==> src/rtl/spi_cfg_sequencer.sv <==
// SPI configuration sequencer: walks NUM_DEV configuration engines in index order and muxes their SPI requests onto one master.
// Define SPI_CFG_TIMEOUT_EN to build the per-device RUN timeout (default build: no timeout, o_dev_err tied to 0).
module spi_cfg_sequencer #(
   parameter int NUM_DEV         = 3,
   parameter int MOSI_DATA_WIDTH = 24,
   parameter int TIMEOUT_CYCLES  = 1048576
) (
   input  logic                               clk,
   input  logic                               nrst,
   input  logic                               i_cfg_start,
   input  logic [NUM_DEV-1:0]                 i_dev_skip,
   output logic [NUM_DEV-1:0]                 o_dev_start,
   input  logic [NUM_DEV-1:0]                 i_dev_done,
   input  logic [NUM_DEV-1:0]                 i_dev_wr_cmd,
   input  logic [NUM_DEV-1:0]                 i_dev_rd_cmd,
   input  logic [NUM_DEV*MOSI_DATA_WIDTH-1:0] i_dev_wr_data,
   output logic                               o_spi_wr_cmd,
   output logic                               o_spi_rd_cmd,
   output logic [MOSI_DATA_WIDTH-1:0]         o_spi_wr_data,
   input  logic                               i_spi_busy,
   input  logic                               i_spi_ncs,
   output logic [NUM_DEV-1:0]                 o_dev_cs_n,
   output logic [2:0]                         o_cur_dev,
   output logic                               o_busy,
   output logic                               o_cfg_done,
   output logic [NUM_DEV-1:0]                 o_dev_ok,
   output logic [NUM_DEV-1:0]                 o_dev_err
);

   // state  | meaning
   // IDLE   | waiting for a start edge
   // SELECT | examine device cur; skip it or launch its engine
   // RUN    | engine cur owns the SPI master until done (or timeout)
   // DRAIN  | wait for the SPI master to go idle before moving on
   // DONE   | one-cycle completion pulse
   typedef enum logic [2:0] {
      S_IDLE,
      S_SELECT,
      S_RUN,
      S_DRAIN,
      S_DONE
   } state_t;

   localparam logic [2:0] LAST_DEV = 3'(NUM_DEV - 1);

   if (NUM_DEV < 1 || NUM_DEV > 8 || TIMEOUT_CYCLES < 1) begin : g_bad_param
      $error("spi_cfg_sequencer: NUM_DEV must be 1..8 and TIMEOUT_CYCLES >= 1");
   end

   state_t                     state_q, state_d;
   logic [2:0]                 cur_q, cur_d;
   logic                       cfg_start_q, cfg_start_prev_q;
   logic [NUM_DEV-1:0]         dev_ok_q, dev_ok_d;
   logic [NUM_DEV-1:0]         cur_sel;
   logic [MOSI_DATA_WIDTH-1:0] wr_data_cur;
   logic                       start, skip_cur, done_cur, last_dev;

`ifdef SPI_CFG_TIMEOUT_EN
   localparam int TMO_W = (TIMEOUT_CYCLES > 1) ? $clog2(TIMEOUT_CYCLES) : 1;
   localparam logic [TMO_W-1:0] TMO_LAST = TMO_W'(TIMEOUT_CYCLES - 1);

   logic [TMO_W-1:0]   tmo_cnt_q, tmo_cnt_d;
   logic [NUM_DEV-1:0] dev_err_q, dev_err_d;
   logic               tmo_hit;

   assign tmo_hit   = (tmo_cnt_q == TMO_LAST);
   assign o_dev_err = dev_err_q;
`else
   assign o_dev_err = '0;
`endif

   // Edge detect on the registered request so a held-high start fires once.
   assign start    = cfg_start_q & ~cfg_start_prev_q;
   assign last_dev = (cur_q == LAST_DEV);
   assign skip_cur = |(i_dev_skip & cur_sel);
   assign done_cur = |(i_dev_done & cur_sel);

   assign o_cur_dev = cur_q;
   assign o_dev_ok  = dev_ok_q;

   always_comb begin
      cur_sel     = '0;
      wr_data_cur = '0;
      for (int i = 0; i < NUM_DEV; i++) begin
         cur_sel[i] = (cur_q == 3'(i));
         if (cur_q == 3'(i)) begin
            wr_data_cur = i_dev_wr_data[i*MOSI_DATA_WIDTH +: MOSI_DATA_WIDTH];
         end
      end
   end

   always_comb begin
      state_d       = state_q;
      cur_d         = cur_q;
      dev_ok_d      = dev_ok_q;
`ifdef SPI_CFG_TIMEOUT_EN
      tmo_cnt_d     = tmo_cnt_q;
      dev_err_d     = dev_err_q;
`endif
      o_busy        = 1'b0;
      o_cfg_done    = 1'b0;
      o_dev_start   = '0;
      o_spi_wr_cmd  = 1'b0;
      o_spi_rd_cmd  = 1'b0;
      o_spi_wr_data = '0;
      o_dev_cs_n    = '1;

      case (state_q)
         S_IDLE: begin
            if (start) begin
               cur_d    = '0;
               dev_ok_d = '0;
`ifdef SPI_CFG_TIMEOUT_EN
               dev_err_d = '0;
`endif
               state_d  = S_SELECT;
            end
         end
         S_SELECT: begin
            o_busy = 1'b1;
            if (skip_cur) begin
               if (last_dev) state_d = S_DONE;
               else          cur_d   = cur_q + 3'd1;
            end else begin
`ifdef SPI_CFG_TIMEOUT_EN
               tmo_cnt_d = '0;
`endif
               state_d = S_RUN;
            end
         end
         S_RUN: begin
            o_busy        = 1'b1;
            o_dev_start   = cur_sel;
            o_spi_wr_cmd  = |(i_dev_wr_cmd & cur_sel);
            o_spi_rd_cmd  = |(i_dev_rd_cmd & cur_sel);
            o_spi_wr_data = wr_data_cur;
            o_dev_cs_n    = ~cur_sel | {NUM_DEV{i_spi_ncs}};
            if (done_cur) begin
               dev_ok_d = dev_ok_q | cur_sel;
               state_d  = S_DRAIN;
            end
`ifdef SPI_CFG_TIMEOUT_EN
            else if (tmo_hit) begin
               dev_err_d = dev_err_q | cur_sel;
               state_d   = S_DRAIN;
            end else begin
               tmo_cnt_d = tmo_cnt_q + TMO_W'(1);
            end
`endif
         end
         S_DRAIN: begin
            o_busy     = 1'b1;
            o_dev_cs_n = ~cur_sel | {NUM_DEV{i_spi_ncs}};
            if (!i_spi_busy) begin
               if (last_dev) begin
                  state_d = S_DONE;
               end else begin
                  cur_d   = cur_q + 3'd1;
                  state_d = S_SELECT;
               end
            end
         end
         S_DONE: begin
            o_cfg_done = 1'b1;
            state_d    = S_IDLE;
         end
         default: state_d = S_IDLE;
      endcase
   end

   always_ff @(posedge clk or negedge nrst) begin
      if (!nrst) begin
         state_q          <= S_IDLE;
         cur_q            <= '0;
         cfg_start_q      <= 1'b0;
         cfg_start_prev_q <= 1'b0;
         dev_ok_q         <= '0;
`ifdef SPI_CFG_TIMEOUT_EN
         tmo_cnt_q        <= '0;
         dev_err_q        <= '0;
`endif
      end else begin
         state_q          <= state_d;
         cur_q            <= cur_d;
         cfg_start_q      <= i_cfg_start;
         cfg_start_prev_q <= cfg_start_q;
         dev_ok_q         <= dev_ok_d;
`ifdef SPI_CFG_TIMEOUT_EN
         tmo_cnt_q        <= tmo_cnt_d;
         dev_err_q        <= dev_err_d;
`endif
      end
   end

endmodule

==> config.mk <==
export PLATFORM = sky130hd
export DESIGN_NAME = spi_cfg_sequencer
export DESIGN_NICKNAME = d
export VERILOG_FILES = /design/src/rtl/spi_cfg_sequencer.sv
export SDC_FILE = /design/constraint.sdc
export NUM_CORES = 1
export LEC_CHECK = 0
export BUFFER_PORTS_ARGS = -buffer_cell sky130_fd_sc_hd__buf_2
export CAP_MARGIN = 25
export CELL_PAD_IN_SITES_DETAIL_PLACEMENT = 1
export CELL_PAD_IN_SITES_GLOBAL_PLACEMENT = 1
export CORE_MARGIN = 2
export CORE_UTILIZATION = 20
export CTS_CLUSTER_SIZE = 28
export DETAILED_ROUTE_END_ITERATION = 6
export PLACE_DENSITY_LB_ADDON = 0.1
export SETUP_SLACK_MARGIN = 0.4
export SYNTH_ARGS = -nofsm -noshare
export SYNTH_HDL_FRONTEND = slang
export SYNTH_SLANG_ARGS = --single-unit
==> constraint.sdc <==
create_clock -name clk -period 1.9 [get_ports clk]
set_input_delay 0.095 -clock clk [delete_from_list [all_inputs] [get_ports clk]]
set_output_delay 0.095 -clock clk [all_outputs]
set_load 0.02 [all_outputs]
== Word-level counts from Yosys, hierarchy flattened ==
Index checks and enable logic that the tools add are counted.

* Flip-flop bits (word level): 11
* Latch bits: 0
* Memory bits (writable): 0
* Bits in read-only memories: 0
* Input bits: 89
* Output and inout port bits: 43
* Memories: 0

* Add/subtract/negate cells: 1
* Multipliers: 0
* Div/mod/pow operators: 0
* $lt $le $gt $ge: 0
* Equality and inequality tests: 11
* Shift-type cells: 0
* Multiplexer cells: 24
* Bitwise operators: 9
* Reduce and logical (&&, ||, !) cells: 13

{| class="wikitable"
|+ Operators by type and width
! operator !! number
|-
| 2-to-1 mux 24 bit || 4
|-
| 2-to-1 mux 3 bit || 13
|-
| OR reduction 3 bit || 5
|-
| AND 3 bit || 4
|-
| one-hot mux 3 bit (4 select lines) || 1
|-
| == test 3 x 2 -> 1 bit, second input constant || 3
|-
| one-hot mux 3 bit (3 select lines) || 1
|-
| inequality test 2 bit, second input constant || 4
|-
| AND reduction 4 bit || 2
|-
| == test 3 x 1 -> 1 bit, second input constant || 2
|-
| logical NOT 3 bit || 2
|-
| bitwise OR 3 bit || 2
|-
| one-hot mux 3 bit (2 select lines) || 1
|-
| 2-to-1 mux 1 bit || 4
|-
| adder 3 x 1 -> 3 bit, second input constant || 1
|-
| == test 3 bit, second input constant || 1
|-
| inequality test 3 bit, second input constant || 1
|-
| inverter 3 bit || 1
|-
| AND reduction 3 bit || 1
|-
| nonzero test 3 bit || 1
|-
| nonzero test 2 bit || 1
|-
| OR reduction 2 bit || 1
|-
| AND 1 bit || 1
|-
| inverter 1 bit || 1
|}

== Logic depth before layout (Yosys ltp) ==
Gate-level depths: netlist of the first run.

* Word-level depth: 5
* Gate-level depth with buffers: 7
* Gate-level depth less buffers: 6

== Worst setup path before layout of the first run ==
Ideal clock, no wire load.

* Path kind: register -> output
* Start: register cur_q[1], in the netlist o_cur_dev[1]
* End: output port o_spi_wr_data[12]
* Data arrival time: 1.926 ns
* Data required time: 1.805 ns
* Setup slack: -0.121 ns
* Stages on the path, launching flop included: 8
* Path buffers: 2
* Cell sequence: dfrtp_1 -> inv_1 -> ha_1 -> nor2b_1 -> buf_2 -> clkbuf_1 -> a221oi_1 -> nor3_1

* Longest elaborated chain between the ends: 5

{| class="wikitable"
|+ RTL lines
! item !! line !! RTL
|-
| start: declaration || 51 || <nowiki>logic [2:0] cur_q, cur_d;</nowiki>
|-
| start signal: assignment || 184 || <nowiki>cur_q <= cur_d;</nowiki>
|-
| logical NOT 3 bit || 86 || <nowiki>if (cur_q == 3'(i)) begin</nowiki>
|-
| 2-to-1 mux 24 bit (2 in a row) || 86 ||
|-
| 2-to-1 mux 24 bit * || 86 ||
|-
| 2-to-1 mux 24 bit * || 108 || <nowiki>case (state_q)</nowiki>
|-
| end: declaration || 19 || <nowiki>output logic [MOSI_DATA_WIDTH-1:0] o_spi_wr_data,</nowiki>
|}

Every way passes the cells marked *; elsewhere a longest branch is shown, timed or not.

== Worst setup path in the final report of the first run ==
* Start: register cur_q[0], in the netlist o_cur_dev[0]
* End: output port o_spi_wr_data[4]

The elaborated chain is that of the path after synthesis.

==> results of run 1 <==
## area by class of cell
class / count / area, um^2 / share of cell area, %
sequential: 11 / 277.8 / 9.387
multi-input combinational: 131 / 1276 / 43.13
timing repair buffer: 165 / 1241 / 41.94
tap: 75 / 93.84 / 3.171
clock buffer: 4 / 45.04 / 1.522
inverter: 4 / 25.02 / 0.8457
## worst max-delay path, delay by kind of cell, from the launching register on
kind / cells / cell delay (ns)
adder cells (fa/ha/maj): 1 / 0.16
flip-flops: 1 / 0.45
AO/OA/AOI/OAI: 1 / 0.05
buffers and inverters: 3 / 0.47
AND/OR/NAND/NOR: 2 / 0.44
## routing by layer
| metal | vias to the layer above | global-route usage, % | wire length (um) |
|---|---|---|---|
| li1 | 915 | - | - |
| met1 | 929 | 20.70 | 2592 |
| met2 | 78 | 34.82 | 3822 |
| met3 | 6 | 2.187 | 331 |
| met4 | 0 | 2.683 | 36 |
| met5 | - | 0 | 0 |
## worst max path at each step
| stage | from | cells after the start | end |
|---|---|---|---|
| final | o_cur_dev[0]$_DFFE_PN0P_ | 7 | o_spi_wr_data[4] |
| after global routing | o_cur_dev[1]$_DFFE_PN0P_ | 7 | o_spi_wr_data[21] |
| after CTS | o_cur_dev[1]$_DFFE_PN0P_ | 8 | o_spi_wr_cmd |
| after detailed placement | o_cur_dev[1]$_DFFE_PN0P_ | 6 | state_q[2]$_DFFE_PN0P_ |
| after global placement | o_cur_dev[0]$_DFFE_PN0P_ | 7 | o_spi_wr_data[12] |
| after floorplan | o_cur_dev[0]$_DFFE_PN0P_ | 7 | o_cur_dev[0]$_DFFE_PN0P_ |
## metrics by stage
stage	setup TNS (ns)	cells	setup WS [ns]	hold slack, ns
global route	-1.352	390	-0.1050	0.2861
floorplan	0	164	0.1101	-0.2006
detailed placement	0	361	0.08735	-0.01652
CTS	0	377	0.006086	0.2635
finish	-0.01365	390	-0.01009	0.2578
global placement	0	361	0.1867	-0.01828
## what timing repair did
| action | in CTS | in global routing |
|---|---|---|
| resized for setup | 55 | 50 |
| cloned | 3 | 3 |
| hold buffers | 2 | 0 |
| endpoints found under the hold margin | 12 | 0 |
| setup endpoints to repair | 41 | 41 |
| pin swaps | 7 | 16 |
| buffers inserted | 7 | 10 |
## state kept, by name, summed over array words and instances, names as in the netlist
| signal | flops |
|---|---|
| o_cur_dev | 3 |
| o_dev_ok | 3 |
| state_q | 3 |
| cfg_start_prev_q | 1 |
| cfg_start_q | 1 |
## cell usage in the layout (no fill, tap or decap), types with 3 or more instances in the layout
cell,netlist,routed
buf_6,3,16
a22oi_1,4,3
buf_2,6,98
nor3_2,0,24
clkbuf_8,0,3
buf_12,0,6
nand2_1,6,5
ha_4,0,3
nor2_4,0,3
dfrtp_1,11,9
a221oi_4,0,4
nor2_1,26,25
a221oi_1,24,6
nand2b_1,4,3
a22o_1,4,4
a221oi_2,0,14
conb_1,1,3
buf_4,3,37
## power breakdown
part	internal [mW]	total (mW)	switching, mW
Clock	0.148	0.237	0.0897
Combinational	2.29	4.50	2.21
Sequential	0.327	0.404	0.0764
Total	2.76	5.14	2.38
## logic make-up after synthesis
logic type / after synthesis
simple gates: 78
buf+inv: 22
compound gates: 44
mux: 2
other cells: 1
fa+ha+maj: 4
flops: 11
==> key figures, run 1 <==
CTS
  • H-tree levels: 1
  • Num CTS Buffers: 3
  • Root Driver: clkbuf_8
  • Register clock-pin slew on the reported worst setup and hold paths: 0.05 ns
  • CTS tree: built
  • Clock Latency Late Sink: 0.24 ns
  • Clk sink count: 11
  • CTS Buffer Depth: 2

Critical path
  • Critical path, cell by cell: inv_4, ha_4, nor2b_4, buf_12, a221oi_2, nor3_2, buf_4
  • CP max-delay cell: dfrtp_2
  • Req. time, crit path: 1.80 ns
  • Worst Setup End Kind: output port
  • WP data arrival: 1.82 ns
  • Crit Path Max Fanout: 13
  • R2R depth: 7
  • CP peak stage delay: 0.45 ns
  • Crit Path Category: flop to output port
  • Reg2reg setup slack: 0.04 ns
  • FF-to-FF Start: o_cur_dev[1]$_DFFE_PN0P_
  • CP Launch Type: flop
  • Reg-to-Reg End: o_cur_dev[0]$_DFFE_PN0P_

Job
  • Max Cap Viol: 0

Placed design
  • IO buf count: 128
  • Post-Place Cell Area: 0.002167 mm^2
  • Gp weighted congestion: 0.7370
  • Final HPWL from detailed placement: 4.507 mm

Die
  • Die Y: 82.86 um
  • # IOs: 132
  • FP Rows: 28
  • Initial core utilization: 20.88%
  • Core area: 0.005956 mm^2
  • Die area: 0.006865 mm^2
  • DIE WIDTH: 82.86 um

Drt
  • Number of remaining DRC errors: 0
  • Drt total wl: 6.782 mm
  • Post-route antenna net violation count: 0
  • DR iter-0 viols: 38
  • Via Count: 1,928
  • Routed length per instance: 17.39 um
  • DRT Pass-1 Iters: 4
  • Vias/cell: 4.944

Synthesis
  • Synth top area cells: dfrtp_1, a221oi_1, nor3_1, nor2_1, ha_1
  • Area share of fa/ha/maj cells after synthesis: 4.024%
  • Dominant cell type by area after synthesis: dfrtp_1
  • FF+latch count, synth: 11
  • Compound-Gate Fraction of Synth Area: 28.87%
  • Largest family of logic cells by synthesized area: simple AND/OR/NAND/NOR gates
  • Sequential-to-total area share from yosys stat: 22.13%
  • Synth warn: 0
  • Yosys top cell area share: 22.13%
  • Async SR Flop Fraction: 100.0%
  • Synth Flop Type: dfrtp_1
  • Synth Instances: 162
  • Mean Syn Cell Area: 7.677 um^2
  • Post-synth EDFFs: 0
  • XOR/XNOR Fraction of Synth Area: 0%
  • Mapped Area: 0.001244 mm^2
  • Post-synth top cells: nor2_1, nor3_1, a221oi_1
  • Yosys cell types: 39
  • Mux cell area share after synthesis: 2.012%
  • Simple-gate share of the synthesized area: 32.70%

Pwr
  • PwrDens: 1738 mW/mm^2
  • Final Power: 5.142 mW
  • Peak supply drop: 0.7839 mV
  • Leakage: 1.374 nW

STA
  • RSZ-0062 raised after global routing: true
  • Slew Limit Fails: 0
  • Fin. Hold Viols: 0
  • Final setup vio count: 2
  • Crit path time final: 1.910 ns
  • Max Clock Skew: 0.003659 ns
  • Fmax: 523.5 MHz
  • PnR worst setup slack: -0.01009 ns
  • Post-route clock period utilization: 100.5%

Cells and area
  • Layout area overhead: 137.9%
  • Post-layout util: 49.68%
  • Final instance area: 0.002959 mm^2
  • Antenna Cells: 0
  • Final net count: 409
  • Share of cells above drive strength 1: 76.51%
  • Filler cells: 690

Global routing
  • Vias in the first global route: 1,850
  • Largest net degree at the start of global routing: 26
  • Total GRT Usage: 17.76%
  • Initial antenna violation count: 0
  • Gr ovfl total: 0
  • First-pass GRT wire length: 10.03 mm

Outcome
  • Status: finished with violations
  • Failing checks: negative setup slack

Hold path
  • HP Class: input port to async pin
No activity file was read; power rests on OpenSTA's default activity.
==> run 2: changes to the inputs <==
--- a/config.mk
+++ b/config.mk
@@ -5,6 +5,7 @@
 export SDC_FILE = /design/constraint.sdc
 export NUM_CORES = 1
 export LEC_CHECK = 0
+export ABC_AREA = 1
 export BUFFER_PORTS_ARGS = -buffer_cell sky130_fd_sc_hd__buf_2
 export CAP_MARGIN = 25
 export CELL_PAD_IN_SITES_DETAIL_PLACEMENT = 1
@@ -13,6 +14,7 @@
 export CORE_UTILIZATION = 20
 export CTS_CLUSTER_SIZE = 28
 export DETAILED_ROUTE_END_ITERATION = 6
+export GPL_ROUTABILITY_DRIVEN = 1
 export PLACE_DENSITY_LB_ADDON = 0.1
 export SETUP_SLACK_MARGIN = 0.4
 export SYNTH_ARGS = -nofsm -noshare
==> key figures, run 2 <==
Critical path
  • WP data arrival: 1.78 ns (was 1.82 ns)
  • FF-to-FF Start: o_cur_dev[1]$_DFFE_PN0P_ (unchanged)
  • Worst Setup End Kind: output port (unchanged)
  • Req. time, crit path: 1.80 ns (about the same)
  • Crit Path Max Fanout: 6 (was 13)
  • CP Launch Type: flop (unchanged)
  • Critical path origin: o_cur_dev[1]$_DFFE_PN0P_ (was o_cur_dev[0]$_DFFE_PN0P_)
  • CP endpoint: o_spi_wr_data[3] (was o_spi_wr_data[4])
  • Reg2reg setup slack: 0.11 ns (was 0.04 ns)
  • Crit Path Category: flop to output port (unchanged)
  • Reg-to-Reg End: o_cur_dev[2]$_DFFE_PN0P_ (was o_cur_dev[0]$_DFFE_PN0P_)
  • R2R depth: 10 (was 7)

STA
  • Fin. Hold Viols: 0 (unchanged)
  • Max Clock Skew: 0.0003487 ns (was 0.003659 ns)
  • Fmax: 533.7 MHz (was 523.5 MHz)
  • Hold_ws: 0.2511 ns (was 0.2578 ns)
  • Final setup vio count: 0 (was 2)
  • Crit path time final: 1.874 ns (was 1.910 ns)
  • Fin Setup TNS: 0 ns (was -0.01365 ns)
  • Post-route clock period utilization: 98.61% (was 100.5%)
  • RSZ-0062 raised after global routing: true (unchanged)
  • Slew Limit Fails: 0 (unchanged)
  • PnR worst setup slack: 0.02642 ns (was -0.01009 ns)

Cells and area
  • Final net count: 486 (was 409)
  • Most frequent cells in the layout: buf_2, buf_6, nand3_1 (was buf_2, buf_4, nor2_1)
  • Most common cell after layout, fill and taps aside: buf_2 (unchanged)
  • Post-layout util: 53.73% (was 49.68%)
  • Layout area overhead: 163.2% (was 137.9%)
  • Antenna Cells: 0 (unchanged)
  • Share of cells above drive strength 1: 70.41% (was 76.51%)
  • Final instance area: 0.003590 mm^2 (was 0.002959 mm^2)
  • Non-Filler Instances: 472 (was 390)

CTS
  • Register clock-pin slew on the reported worst setup and hold paths: 0.05 ns (about the same)
  • Num CTS Buffers: 3 (unchanged)
  • CTS tree: built (unchanged)
  • Root Driver: clkbuf_8 (unchanged)
  • CTS Buffer Depth: 2 (unchanged)
  • H-tree levels: 1 (unchanged)
  • Clock Latency Late Sink: 0.24 ns (about the same)
  • Clk sink count: 11 (unchanged)

Placed design
  • Gp weighted congestion: 0.7952 (was 0.7370)
  • Post-Place Cell Area: 0.002497 mm^2 (was 0.002167 mm^2)
  • IO buf count: 128 (unchanged)
  • Dpl cells: 432 (was 361)
  • Final HPWL from detailed placement: 5.237 mm (was 4.507 mm)
  • Place WS: 0.1521 ns (was 0.08735 ns)

Global routing
  • Largest net degree at the start of global routing: 19 (was 26)
  • Vias in the first global route: 2,380 (was 1,850)
  • First-pass GRT wire length: 11.63 mm (was 10.03 mm)
  • Total GRT Usage: 19.48% (was 17.76%)
  • Gr ovfl total: 0 (unchanged)
  • Initial antenna violation count: 0 (unchanged)

Drt
  • DRT Pass-1 Iters: 4 (unchanged)
  • Routed length per instance: 17.33 um (was 17.39 um)
  • Post-route antenna net violation count: 0 (unchanged)
  • Number of remaining DRC errors: 0 (unchanged)
  • Via Count: 2,356 (was 1,928)
  • DR iter-0 viols: 33 (was 38)
  • Drt total wl: 8.178 mm (was 6.782 mm)
  • Vias/cell: 4.992 (was 4.944)

Hold path
  • HP Class: input port to async pin (unchanged)

Synthesis
  • Yosys cell types: 24 (was 39)
  • Mean Syn Cell Area: 5.982 um^2 (was 7.677 um^2)
  • Synth Flop Type: dfrtp_1 (unchanged)
  • Mapped Area: 0.001364 mm^2 (was 0.001244 mm^2)
  • Yosys top cell area share: 20.18% (was 22.13%)
  • Async SR Flop Fraction: 100.0% (unchanged)
  • Sequential-to-total area share from yosys stat: 20.18% (was 22.13%)
  • Synth top area cells: dfrtp_1, nand3_1, nand2_1, a31oi_1, o21ai_0 (was dfrtp_1, a221oi_1, nor3_1, nor2_1, ha_1)
  • Synth Instances: 228 (was 162)
  • Dominant cell type by area after synthesis: dfrtp_1 (unchanged)
  • Synth warn: 0 (unchanged)
  • Leading cell type by number of instances after synthesis: nand2_1
  • Post-synth top cells: nand2_1, nand3_1, o21ai_0 (was nor2_1, nor3_1, a221oi_1)
  • Post-synth EDFFs: 0 (unchanged)
  • FF+latch count, synth: 11 (unchanged)

Pwr
  • Peak supply drop: 0.8804 mV (was 0.7839 mV)
  • Psw: 2.587 mW (was 2.381 mW)
  • Final Power: 5.034 mW (was 5.142 mW)
  • P_int: 2.447 mW (was 2.761 mW)
  • Leakage: 1.607 nW (was 1.374 nW)
  • Switching Share: 51.38% (was 46.31%)
  • PwrDens: 1402 mW/mm^2 (was 1738 mW/mm^2)
  • Power share of the clock group: 4.6% (about the same)
  • Seq pwr share: 8.0% (was 7.8%)
  • Gate power share: 87.5% (about the same)

Die
  • Core area: 0.006681 mm^2 (was 0.005956 mm^2)
  • FP Rows: 30 (was 28)
  • DIE WIDTH: 86.58 um (was 82.86 um)
  • Die Y: 86.58 um (was 82.86 um)
  • # IOs: 132 (unchanged)
  • Initial core utilization: 20.41% (was 20.88%)
  • Die area: 0.007495 mm^2 (was 0.006865 mm^2)

Outcome
  • Status: completed (was finished with violations)

Job
  • Max Cap Viol: 0 (unchanged)
[run 2: cell types whose count changed after synthesis, sizes merged, moves of 3 or more]
cell,before,now
nand2,6,60
nand3,1,48
a221oi,24,0
a31oi,0,24
nor3,26,3
o21ai,3,26
nor2,29,12
inv,4,16
clkbuf,6,1
nand2b,5,0
a22o,4,0
a22oi,4,0
buf,12,16
and2,3,0
[run 2: layout make-up]
| type | count | area [um^2] |
|---|---|---|
| sequential | 11 | 277.8 |
| fill | 810 | 3092 |
| inverter | 16 | 85.08 |
| tap | 80 | 100.1 |
| timing repair buffer | 175 | 1478 |
| multi-input combinational | 186 | 1604 |
| clock buffer | 4 | 45.04 |
[run 2: power groups by stage]
stage               logic [mW]  registers, mW  clock network [mW]
global placement          2.63          0.396                   0
global route              4.69          0.414               0.257
CTS                       3.60          0.394               0.242
detailed placement        2.66          0.398                   0
finish                    4.40          0.402               0.230
floorplan                 1.89          0.412                   0
[run 2: how the worst min path moves through the flow]
stage,start,to,slack (ns),cells after the start
2_1_floorplan,nrst,cfg_start_prev_q$_DFF_PN0_,-0.20,0
3_3_place_gp,nrst,o_dev_ok[2]$_DFFE_PN0P_,-0.02,1
3_5_place_dp,nrst,o_dev_ok[2]$_DFFE_PN0P_,-0.02,1
4_1_cts,nrst,state_q[2]$_DFFE_PN0P_,0.25,2
5_1_grt,nrst,o_dev_ok[2]$_DFFE_PN0P_,0.27,2
6_report,nrst,o_dev_ok[2]$_DFFE_PN0P_,0.25,2
[run 2: timing repair]
item | 4_1_cts | 5_1_grt
hold endpoints to repair | 12 | 0
hold buffers | 2 | 0
gates cloned | 4 | 4
pin swaps | 4 | 14
gates resized for setup | 99 | 90
setup endpoints to repair | 39 | 42
setup buffers | 15 | 11
[run 2: logic make-up (layout without fill, tap and decap cells)]
logic type | Yosys count | after routing | share of synthesized area, %
fa+ha+maj | 4 | 4 | 3.670
buf+inv | 33 | 195 | 10.92
flops | 11 | 11 | 20.18
compound gates | 54 | 54 | 22.02
simple gates | 125 | 125 | 42.94
other cells | 1 | 3 | 0.2750
[run 2: worst max-delay path: stages, from the launching register on]
cell and delay (ns):
dfrtp_2 0.43, inv_4 0.09, ha_4 0.16, inv_6 0.04
nor2_4 0.19, buf_12 0.15, clkbuf_16 0.15, nand2_2 0.07
a31oi_4 0.13, buf_6 0.14
[run 2: per-layer routing]
metal,GRT usage [%],part of all wire [%]
met5,0,0
met1,23.72,41
met3,1.429,4.5
met2,36.92,54
met4,4.545,1.2
